===== config.mk =====
export PLATFORM = sky130hd
export DESIGN_NAME = status_bar_renderer_flat
export DESIGN_NICKNAME = d
export VERILOG_FILES = /design/src/rtl/status_bar_renderer_pkg.sv /design/src/rtl/status_bar_renderer_if.sv /design/src/rtl/status_bar_renderer_flash.sv /design/src/rtl/status_bar_renderer.sv /design/src/flat_wrapper.sv
export SDC_FILE = /design/constraint.sdc
export NUM_CORES = 1
export LEC_CHECK = 0
export CORE_AREA = 3 3 76 78
export CTS_BUF_LIST = sky130_fd_sc_hd__clkbuf_8 sky130_fd_sc_hd__clkbuf_16
export CTS_CLUSTER_DIAMETER = 40
export CTS_CLUSTER_SIZE = 28
export DETAILED_ROUTE_END_ITERATION = 6
export DIE_AREA = 0 0 79 81
export PLACE_DENSITY = 0.81
export SYNTH_ARGS = -nofsm -noshare
export SYNTH_HDL_FRONTEND = slang
export SYNTH_SLANG_ARGS = --single-unit

===== constraint.sdc =====
create_clock -name clk -period 2 [get_ports clk]
set_clock_uncertainty 0.05 [all_clocks]
set_input_delay 0.2 -clock clk [delete_from_list [all_inputs] [get_ports clk]]
set_output_delay 0.2 -clock clk [all_outputs]
set_load 0.02 [all_outputs]

===== src/rtl/status_bar_renderer_pkg.sv =====
// rtl/status_bar_renderer_pkg.sv - shared encodings, colours and helpers for the status bar renderer
package status_bar_renderer_pkg;

    typedef enum logic [2:0] {
        S_MENU = 3'd0,
        S_GAME = 3'd1
    } game_state_e;

    // RRRGGGBB
    localparam logic [7:0] RED      = 8'b111_000_00;
    localparam logic [7:0] DARK_RED = 8'b100_000_00;
    localparam logic [7:0] WHITE    = 8'b111_111_11;
    localparam logic [7:0] BLUE     = 8'b000_000_11;
    localparam logic [7:0] BLACK    = 8'b000_000_00;

    typedef struct packed {
        logic       active;
        logic [7:0] color;
    } pix_t;

    function automatic logic phase_bit(input logic [7:0] cnt, input int sel);
        return cnt[sel];
    endfunction

endpackage


===== src/rtl/status_bar_renderer_if.sv =====
// rtl/status_bar_renderer_if.sv - pixel position, frame status inputs and pixel output bundle
interface status_bar_renderer_if #(
    parameter int NUM_PIPS = 3
);
    logic                frame_tick;
    logic [2:0]          game_state;
    logic [9:0]          x;
    logic [9:0]          y;
    logic [NUM_PIPS-1:0] char1_health;
    logic [NUM_PIPS-1:0] char1_block;
    logic [NUM_PIPS-1:0] char2_health;
    logic [NUM_PIPS-1:0] char2_block;
    logic                active;
    logic [7:0]          pixel_color;

    modport master (
        output frame_tick, game_state, x, y,
        output char1_health, char1_block, char2_health, char2_block,
        input  active, pixel_color
    );

    modport slave (
        input  frame_tick, game_state, x, y,
        input  char1_health, char1_block, char2_health, char2_block,
        output active, pixel_color
    );
endinterface


===== src/rtl/status_bar_renderer_flash.sv =====
// rtl/status_bar_renderer_flash.sv - pip_flash_tracker: per-player status latch with lost-heart flash window
module pip_flash_tracker #(
    parameter int NUM_PIPS     = 3,
    parameter int FLASH_FRAMES = 16
) (
    input  logic                clk,
    input  logic                rst_n,
    input  logic                latch,
    input  logic                entry,
    input  logic [NUM_PIPS-1:0] health,
    input  logic [NUM_PIPS-1:0] block,
    output logic [NUM_PIPS-1:0] health_q,
    output logic [NUM_PIPS-1:0] block_q,
    output logic [NUM_PIPS-1:0] flash_mask
);
    localparam int CW = $clog2(FLASH_FRAMES + 1);

    logic [CW-1:0]       flash_cnt;
    logic [NUM_PIPS-1:0] lost;
    logic [NUM_PIPS-1:0] regained;

    assign lost     = health_q & ~health;
    assign regained = ~health_q & health;

    always_ff @(posedge clk or negedge rst_n) begin
        if (!rst_n) begin
            health_q   <= '0;
            block_q    <= '0;
            flash_mask <= '0;
            flash_cnt  <= '0;
        end else if (latch) begin
            health_q <= health;
            block_q  <= block;
            // Entering the game loads fresh status without treating it as damage
            if (entry) begin
                flash_mask <= '0;
                flash_cnt  <= '0;
            end else if (lost != '0) begin
                flash_mask <= (flash_mask | lost) & ~regained;
                flash_cnt  <= CW'(FLASH_FRAMES);
            end else if (flash_cnt != '0) begin
                flash_cnt  <= flash_cnt - 1'b1;
                flash_mask <= (flash_cnt == CW'(1)) ? '0 : (flash_mask & ~regained);
            end else begin
                flash_mask <= flash_mask & ~regained;
            end
        end
    end
endmodule


===== src/rtl/status_bar_renderer.sv =====
// rtl/status_bar_renderer.sv - two-player heart/block bar overlay with frame-latched status and 2-stage pixel pipe
module status_bar_renderer
    import status_bar_renderer_pkg::*;
#(
    parameter int NUM_PIPS     = 3,
    parameter int PIP_W        = 40,
    parameter int PIP_H        = 40,
    parameter int PIP_PITCH    = 60,
    parameter int BAR_H        = 10,
    parameter int BAR_DY       = 50,
    parameter int P1_X0        = 100,
    parameter int P2_X0        = 380,
    parameter int Y0           = 410,
    parameter int FLASH_FRAMES = 16,
    parameter int BLINK_LOG2   = 2
) (
    input  logic                  clk,
    input  logic                  rst_n,
    status_bar_renderer_if.slave  bus
);
    logic                  in_game;
    logic                  in_game_q;
    logic                  latch;
    logic [7:0]            frame_cnt;
    logic [NUM_PIPS-1:0]   h1_q, b1_q, f1, h2_q, b2_q, f2;

    assign in_game = (bus.game_state == S_GAME);
    assign latch   = bus.frame_tick && in_game;

    always_ff @(posedge clk or negedge rst_n) begin
        if (!rst_n) begin
            in_game_q <= 1'b0;
            frame_cnt <= '0;
        end else begin
            if (!in_game)
                in_game_q <= 1'b0;
            else if (bus.frame_tick)
                in_game_q <= 1'b1;
            if (latch)
                frame_cnt <= frame_cnt + 8'd1;
        end
    end

    pip_flash_tracker #(.NUM_PIPS(NUM_PIPS), .FLASH_FRAMES(FLASH_FRAMES)) u_p1 (
        .clk(clk), .rst_n(rst_n), .latch(latch), .entry(!in_game_q),
        .health(bus.char1_health), .block(bus.char1_block),
        .health_q(h1_q), .block_q(b1_q), .flash_mask(f1)
    );

    pip_flash_tracker #(.NUM_PIPS(NUM_PIPS), .FLASH_FRAMES(FLASH_FRAMES)) u_p2 (
        .clk(clk), .rst_n(rst_n), .latch(latch), .entry(!in_game_q),
        .health(bus.char2_health), .block(bus.char2_block),
        .health_q(h2_q), .block_q(b2_q), .flash_mask(f2)
    );

    // Geometry: bit i is P1 pip i, bit NUM_PIPS+i is P2 pip i (P2 bit 0 rightmost)
    logic [10:0]           xw, yw;
    logic                  heart_row, bar_row;
    logic [2*NUM_PIPS-1:0] heart_hit, bar_hit;

    assign xw        = {1'b0, bus.x};
    assign yw        = {1'b0, bus.y};
    assign heart_row = (yw >= 11'(Y0)) && (yw < 11'(Y0 + PIP_H));
    assign bar_row   = (yw >= 11'(Y0 + BAR_DY)) && (yw < 11'(Y0 + BAR_DY + BAR_H));

    for (genvar i = 0; i < NUM_PIPS; i++) begin : g_pip
        localparam logic [10:0] L1 = 11'(P1_X0 + i * PIP_PITCH);
        localparam logic [10:0] L2 = 11'(P2_X0 + (NUM_PIPS - 1 - i) * PIP_PITCH);
        logic in1, in2;
        assign in1 = (xw >= L1) && (xw < L1 + 11'(PIP_W));
        assign in2 = (xw >= L2) && (xw < L2 + 11'(PIP_W));
        assign heart_hit[i]            = in1 && heart_row;
        assign bar_hit[i]              = in1 && bar_row;
        assign heart_hit[NUM_PIPS + i] = in2 && heart_row;
        assign bar_hit[NUM_PIPS + i]   = in2 && bar_row;
    end

    logic [2*NUM_PIPS-1:0] heart_hit_q, bar_hit_q;
    logic                  p2_sel_q;
    logic                  p1_any, p2_any;

    assign p1_any = |(heart_hit[NUM_PIPS-1:0] | bar_hit[NUM_PIPS-1:0]);
    assign p2_any = |(heart_hit[2*NUM_PIPS-1:NUM_PIPS] | bar_hit[2*NUM_PIPS-1:NUM_PIPS]);

    always_ff @(posedge clk or negedge rst_n) begin
        if (!rst_n) begin
            heart_hit_q <= '0;
            bar_hit_q   <= '0;
            p2_sel_q    <= 1'b0;
        end else begin
            heart_hit_q <= in_game ? heart_hit : '0;
            bar_hit_q   <= in_game ? bar_hit : '0;
            p2_sel_q    <= in_game && !p1_any && p2_any;
        end
    end

    logic [NUM_PIPS-1:0] hh, bh, h_sel, b_sel, f_sel;
    logic                last, blink;
    pix_t                pix_d, pix_q;

    always_comb begin
        hh    = p2_sel_q ? heart_hit_q[2*NUM_PIPS-1:NUM_PIPS] : heart_hit_q[NUM_PIPS-1:0];
        bh    = p2_sel_q ? bar_hit_q[2*NUM_PIPS-1:NUM_PIPS]   : bar_hit_q[NUM_PIPS-1:0];
        h_sel = p2_sel_q ? h2_q : h1_q;
        b_sel = p2_sel_q ? b2_q : b1_q;
        f_sel = p2_sel_q ? f2   : f1;
        last  = (h_sel != '0) && ((h_sel & (h_sel - 1'b1)) == '0);
        blink = phase_bit(frame_cnt, BLINK_LOG2);
        pix_d = '0;
        // Descending scan so the lowest hit index has the final say
        for (int i = NUM_PIPS - 1; i >= 0; i--) begin
            if (hh[i]) begin
                pix_d.active = 1'b1;
                if (f_sel[i])
                    pix_d.color = blink ? WHITE : RED;
                else if (!h_sel[i])
                    pix_d.color = BLACK;
                else if (last)
                    pix_d.color = blink ? RED : DARK_RED;
                else
                    pix_d.color = RED;
            end else if (bh[i]) begin
                pix_d.active = 1'b1;
                pix_d.color  = b_sel[i] ? BLUE : WHITE;
            end
        end
    end

    always_ff @(posedge clk or negedge rst_n) begin
        if (!rst_n)
            pix_q <= '0;
        else
            pix_q <= pix_d;
    end

    assign bus.active      = pix_q.active;
    assign bus.pixel_color = pix_q.color;
endmodule


===== src/flat_wrapper.sv =====
// flat-port wrapper written by rule: the top's interface ports become plain ports
module status_bar_renderer_flat import status_bar_renderer_pkg::*;
#(
    parameter int NUM_PIPS     = 3,
    parameter int PIP_W        = 40,
    parameter int PIP_H        = 40,
    parameter int PIP_PITCH    = 60,
    parameter int BAR_H        = 10,
    parameter int BAR_DY       = 50,
    parameter int P1_X0        = 100,
    parameter int P2_X0        = 380,
    parameter int Y0           = 410,
    parameter int FLASH_FRAMES = 16,
    parameter int BLINK_LOG2   = 2
)
  (clk, rst_n, bus_frame_tick, bus_game_state, bus_x, bus_y, bus_char1_health, bus_char1_block, bus_char2_health, bus_char2_block, bus_active, bus_pixel_color);
  status_bar_renderer_if #(.NUM_PIPS(NUM_PIPS)) bus_i ();
  input  logic clk;
  input  logic rst_n;
  input wire logic [$bits(bus_i.frame_tick)-1:0] bus_frame_tick;
  input wire logic [$bits(bus_i.game_state)-1:0] bus_game_state;
  input wire logic [$bits(bus_i.x)-1:0] bus_x;
  input wire logic [$bits(bus_i.y)-1:0] bus_y;
  input wire logic [$bits(bus_i.char1_health)-1:0] bus_char1_health;
  input wire logic [$bits(bus_i.char1_block)-1:0] bus_char1_block;
  input wire logic [$bits(bus_i.char2_health)-1:0] bus_char2_health;
  input wire logic [$bits(bus_i.char2_block)-1:0] bus_char2_block;
  output wire logic [$bits(bus_i.active)-1:0] bus_active;
  output wire logic [$bits(bus_i.pixel_color)-1:0] bus_pixel_color;
  assign bus_i.frame_tick = bus_frame_tick;
  assign bus_i.game_state = bus_game_state;
  assign bus_i.x = bus_x;
  assign bus_i.y = bus_y;
  assign bus_i.char1_health = bus_char1_health;
  assign bus_i.char1_block = bus_char1_block;
  assign bus_i.char2_health = bus_char2_health;
  assign bus_i.char2_block = bus_char2_block;
  assign bus_active = bus_i.active;
  assign bus_pixel_color = bus_i.pixel_color;
  status_bar_renderer #(.NUM_PIPS(NUM_PIPS), .PIP_W(PIP_W), .PIP_H(PIP_H), .PIP_PITCH(PIP_PITCH), .BAR_H(BAR_H), .BAR_DY(BAR_DY), .P1_X0(P1_X0), .P2_X0(P2_X0), .Y0(Y0), .FLASH_FRAMES(FLASH_FRAMES), .BLINK_LOG2(BLINK_LOG2)) u_core (.clk(clk), .rst_n(rst_n), .bus(bus_i));
endmodule

==> flow_summary.json, run 1 <==
{
  "portBuffers": 43,
  "grt_max_degree": 30,
  "dieWidth_um": 79,
  "first_global_vias": 2184,
  "wl_mm": 5.864,
  "status": "finished, final reports clean",
  "crit_fanout": 21,
  "fillers": 456,
  "finalCriticalPeriod_ps": 1790,
  "fin_nets": 405,
  "synthArstFlopShare_pct": 100.0,
  "setup_viol": 0,
  "ys_ff_latch": 50,
  "io-pin-count": 47,
  "coreArea_um2": 5140,
  "mostFrequentLayoutCell": "dfrtp_1",
  "path_class": "reg2reg",
  "synth.avg_cell_area_um2": 8.648,
  "syn_to_final_growth_pct": 23.44,
  "reg2reg_from": "u_core.p2_sel_q",
  "ys_types": 50,
  "routed_via_density": 5.513,
  "clock_latency_ps": 310,
  "drtIter0Drc": 172,
  "startpoint": "u_core.p2_sel_q",
  "layout_common_cells": "dfrtp_1, nand2_1, nor2_1",
  "synth_ff_type": "dfrtp_1",
  "crit_required_ps": 2120,
  "timing.final.crit_share_pct": 89.48,
  "numCtsBuffers": 5,
  "synth_cells": 316,
  "start_util_pct": 53.16,
  "utilization_pct": 65.63,
  "wl_per_cell_um": 13.54,
  "rows": 26,
  "cts_num_sinks": 50,
  "grt_pass1_wl_mm": 9.846,
  "relSlewSlack_pct": 60.90,
  "synth_seq_area_share_pct": 45.79,
  "ir_drop_v": 0.0007407,
  "grtUsageTotal_pct": 19.34,
  "max_freq_ghz": 0.5588,
  "slew_violations": 0,
  "postCtsSetupBuffers": 0,
  "startpoint_type": "register",
  "drive_gt1_share_pct": 5.510,
  "crit_arrival_ps": 1910,
  "rsz0062_at_grt": "no",
  "die_h_um": 81,
  "antenna_cells": 0,
  "hold_path_class": "in2async",
  "routabilityCongestion": 0.8419,
  "die_area_um2": 6399,
  "antenna_found_initial": 0,
  "overflow": 0,
  "fin_setup_tns_ps": 0,
  "path_clk_slew_ps": 90,
  "yosys_warnings": 0,
  "dp_hpwl_mm": 4.574,
  "clk_root_buffer_cell": "clkbuf_8",
  "via_count": 2387,
  "cts_max_path_buffers": 2,
  "hold_viol_final": 0,
  "cellPowerDensity_nw_per_um2": 757.1,
  "p_leak_uw": 0.001508,
  "htree_levels": 2,
  "syn-num-nets": 359,
  "max_cap_viol_count": 0,
  "syn_area_um2": 2733,
  "drtPass1Iterations": 4,
  "tightest_slew_ps": 586.5,
  "cts_tree": "done",
  "drcViolationCount": 0,
  "endpoint_kind": "register",
  "ant_nets": 0,
  "synth_edf_count": 0
}
layout make-up:
cell class / count / area [µm²] / area share (%)
clock buffer: 7 / 96.34 / 2.856
clock inverter: 1 / 8.758 / 0.2596
inverter: 18 / 67.56 / 2.003
multi-input combinational: 233 / 1339 / 39.69
sequential: 50 / 1251 / 37.09
tap: 70 / 87.58 / 2.596
timing repair buffer: 54 / 523.0 / 15.50
power breakdown:
group / internal, µW / switching [µW] / total (µW)
clock: 317 / 329 / 646
sequential: 1160 / 170 / 1330
combinational: 293 / 284 / 577
layer usage:
metal	track usage, %	up-vias	routed length [µm]
li1	-	1198	-
met3	3.769	10	268
met4	8.419	0	117
met2	31.06	66	2744
met1	25.61	1113	2734
met5	0	-	0
logic make-up after synthesis:
group / synth area share (%)
flops: 45.79
compound gates: 17.63
mux: 0.4121
fa+ha+maj: 3.755
xor+xnor: 2.564
simple gates: 24.63
buf+inv: 5.220
cells in the mapped netlist, types with 4 or more instances:
master,number,share of area (%)
a21o_1,4,1.1
a21oi_1,12,2.2
a22o_1,4,1.3
a32oi_1,5,1.6
buf_4,4,1.1
clkbuf_1,7,0.96
dfrtp_1,50,46
ha_1,5,2.3
inv_1,18,2.5
maj3_1,4,1.5
nand2_1,49,6.7
nand2b_1,5,1.1
nor2_1,43,5.9
nor2b_1,9,2.1
nor3_1,11,2.0
nor4_1,5,1.1
o21ai_0,22,4.0
xnor2_1,4,1.3
xor2_1,4,1.3
final timing paths:
check / to / depth (start not counted) / slack (ps)
worst max-delay path: u_core.bus.pixel_color[6] / 5 / 210
worst min-delay path: u_core.u_p2.health_q[2] / 2 / 330
worst max register to register: u_core.bus.pixel_color[6] / 5 / 210
worst min register to register: u_core.u_p1.block_q[2] / 2 / 450
max in group asynchronous: u_core.u_p2.block_q[1] / 3 / 1040
min in group clk: u_core.u_p1.block_q[0] / 3 / 380
repair_timing:
item	CTS	global route
hold buffers	1	0
resized for setup	0	0
hold endpoints to repair	21	0
critical path: stages, from the launching register on:
cell and delay, ps:
dfrtp_1 720, nor3_1 120, a21oi_1 370, nor2_1 130, o21ai_0 110, o2111ai_1 150
state kept, by name (all words and copies together), names as in the netlist:
| name | cells |
|---|---|
| u_core.bar_hit_q | 6 |
| u_core.heart_hit_q | 6 |
| u_core.u_p1.flash_cnt | 5 |
| u_core.u_p2.flash_cnt | 5 |
| u_core.bus.pixel_color | 4 |
| u_core.frame_cnt | 3 |
| u_core.u_p1.block_q | 3 |
| u_core.u_p1.flash_mask | 3 |
| u_core.u_p1.health_q | 3 |
| u_core.u_p2.block_q | 3 |
| u_core.u_p2.flash_mask | 3 |
| u_core.u_p2.health_q | 3 |
| u_core.bus.active | 1 |
| u_core.in_game_q | 1 |
| u_core.p2_sel_q | 1 |
metrics by stage:
step | area, µm² | setup WS, ps | total power [µW] | hold slack (ps) | cells
after global placement | 3258 | 98.50 | 1892 | 141.0 | 424
after detailed placement | 3258 | 55.08 | 1923 | 145.2 | 424
final | 3373 | 210.5 | 2554 | 331.4 | 433
after CTS | 3373 | 266.9 | 2576 | 337.0 | 433
after global routing | 3373 | 28.66 | 2731 | 379.6 | 433
after floorplan | 2733 | 530.1 | 1694 | -145.6 | 316
(Power assumes the default switching activity.)
==> inputs of run 2 (changes only) <==
Settings changed: CTS_CLUSTER_SIZE 28 to 14, REMOVE_ABC_BUFFERS from default to 1.
==> run 2 against run 1 <==
Critical path depth unchanged. Clock-buffer cell count decreased by 2. Sequential share of layout area decreased by 0.23 points. Clock power increased by 8.8%. Final cell count increased by 0.23%. Register-to-register slack improved by 20 ps. Combinational power increased by 0.9%. Sequential power about the same. Fmax increased by 1.3%. Critical path type unchanged. Largest power group unchanged.
==> flow_summary.json, run 2 (synthesized netlist as in run 1, its figures left out) <==
{
  "grtUsageTotal_pct": 20.13,
  "drtPass1Iterations": 4,
  "utilization_pct": 66.04,
  "hold_path_class": "in2async",
  "rsz0062_at_grt": "no",
  "wl_per_cell_um": 13.31,
  "io-pin-count": 47,
  "dieWidth_um": 79,
  "drive_gt1_share_pct": 6.044,
  "clock_latency_ps": 310,
  "clk_root_buffer_cell": "clkbuf_8",
  "startpoint_type": "register",
  "cts_max_path_buffers": 2,
  "grt_pass1_wl_mm": 10.38,
  "start_util_pct": 53.16,
  "setup_viol": 0,
  "crit_fanout": 20,
  "routabilityCongestion": 0.8258,
  "rows": 26,
  "ir_drop_v": 0.0004220,
  "syn_to_final_growth_pct": 24.22,
  "wl_mm": 5.778,
  "postCtsSetupBuffers": 0,
  "placed_area_um2": 3272,
  "status": "finished, final reports clean",
  "cts_num_sinks": 50,
  "endpoint_kind": "register",
  "tightest_slew_ps": 545.0,
  "p_leak_uw": 0.001518,
  "grt_max_degree": 34,
  "crit_required_ps": 2120,
  "drtIter0Drc": 208,
  "first_global_vias": 2325,
  "path_clk_slew_ps": 90,
  "htree_levels": 2,
  "cts_tree": "done",
  "dp_hpwl_mm": 4.539,
  "finalCriticalPeriod_ps": 1767,
  "die_area_um2": 6399,
  "layout_common_cells": "dfrtp_1, nand2_1, nor2_1",
  "portBuffers": 43,
  "cellPowerDensity_nw_per_um2": 770.6,
  "relSlewSlack_pct": 63.67,
  "ant_nets": 0,
  "r2r-end": "u_core.bus.pixel_color[6]",
  "reg2reg_depth": 5,
  "routed_via_density": 5.516,
  "coreArea_um2": 5140,
  "crit_arrival_ps": 1880,
  "max_freq_ghz": 0.5661,
  "stdcell_area_um2": 3395,
  "reg2reg_from": "u_core.p2_sel_q",
  "die_h_um": 81,
  "antenna_cells": 0,
  "post_cts_resize_count": 0,
  "numCtsBuffers": 5,
  "mostFrequentLayoutCell": "dfrtp_1",
  "via_count": 2394,
  "max_cap_viol_count": 0,
  "slew_violations": 0,
  "path_class": "reg2reg",
  "r2r_setup_slack_ps": 230,
  "timing.final.crit_share_pct": 88.33,
  "fin_nets": 406,
  "reg_top3": "u_core.bar_hit_q x6, u_core.heart_hit_q x6",
  "hold_viol_final": 0,
  "drcViolationCount": 0,
  "overflow": 0,
  "antenna_found_initial": 0
}
run 2: metrics by stage:
step | TNS [ps] | hold slack, ps | std cells | worst slack [ps] | total power (µW)
2_1_floorplan | -64.58 | -145.6 | 301 | -63.79 | 1683
3_3_place_gp | 0 | 108.3 | 425 | 102.4 | 1889
3_5_place_dp | 0 | 111.3 | 425 | 51.47 | 1930
4_1_cts | 0 | 320.6 | 434 | 253.9 | 2632
5_1_grt | 0 | 345.8 | 434 | 25.41 | 2794
6_report | 0 | 303.9 | 434 | 233.5 | 2616
run 2: area by class of cell:
cell class	instances	area, µm²
clock buffers	5	68.82
clock inverters	3	43.79
fillers	462	1745
inverters	18	67.56
multi-input cells	233	1345
flip-flops and latches	50	1251
well taps	70	87.58
repair buffers	55	530.5
run 2: worst max path at each step:
stage	from	end	slack (ps)	cells after the start
2_1_floorplan	bus_game_state[2]	u_core.u_p2.flash_cnt[1]	-60	4
3_3_place_gp	bus_x[3]	u_core.p2_sel_q	100	6
3_5_place_dp	bus_y[1]	u_core.heart_hit_q[3]	50	6
4_1_cts	u_core.p2_sel_q	u_core.bus.pixel_color[6]	250	5
5_1_grt	u_core.p2_sel_q	u_core.bus.pixel_color[6]	30	5
6_report	u_core.p2_sel_q	u_core.bus.pixel_color[6]	230	5
run 2: repair_timing:
action | in CTS | in global routing
hold buffers | 1 | 0
setup endpoints to repair | 0 | 0
hold endpoints to repair | 17 | 0
run 2: where the power goes:
| group | switching, µW | internal, µW |
|---|---|---|
| logic | 287 | 296 |
| clock network | 328 | 375 |
| registers | 170 | 1160 |
run 2: critical path: stages, from the launching register on:
cell and delay, ps:
dfrtp_1 700, nor3_1 120, a21oi_1 370, nor2_1 130
o21ai_0 110, o2111ai_1 140
run 2: per-layer routing:
metal | vias up | routed length, µm | global-route usage, %
met2 | 71 | 2840 | 35.27
met5 | - | 0 | 0
met3 | 4 | 283 | 3.880
met1 | 1124 | 2604 | 26.16
li1 | 1195 | - | -
met4 | 0 | 49 | 4.124
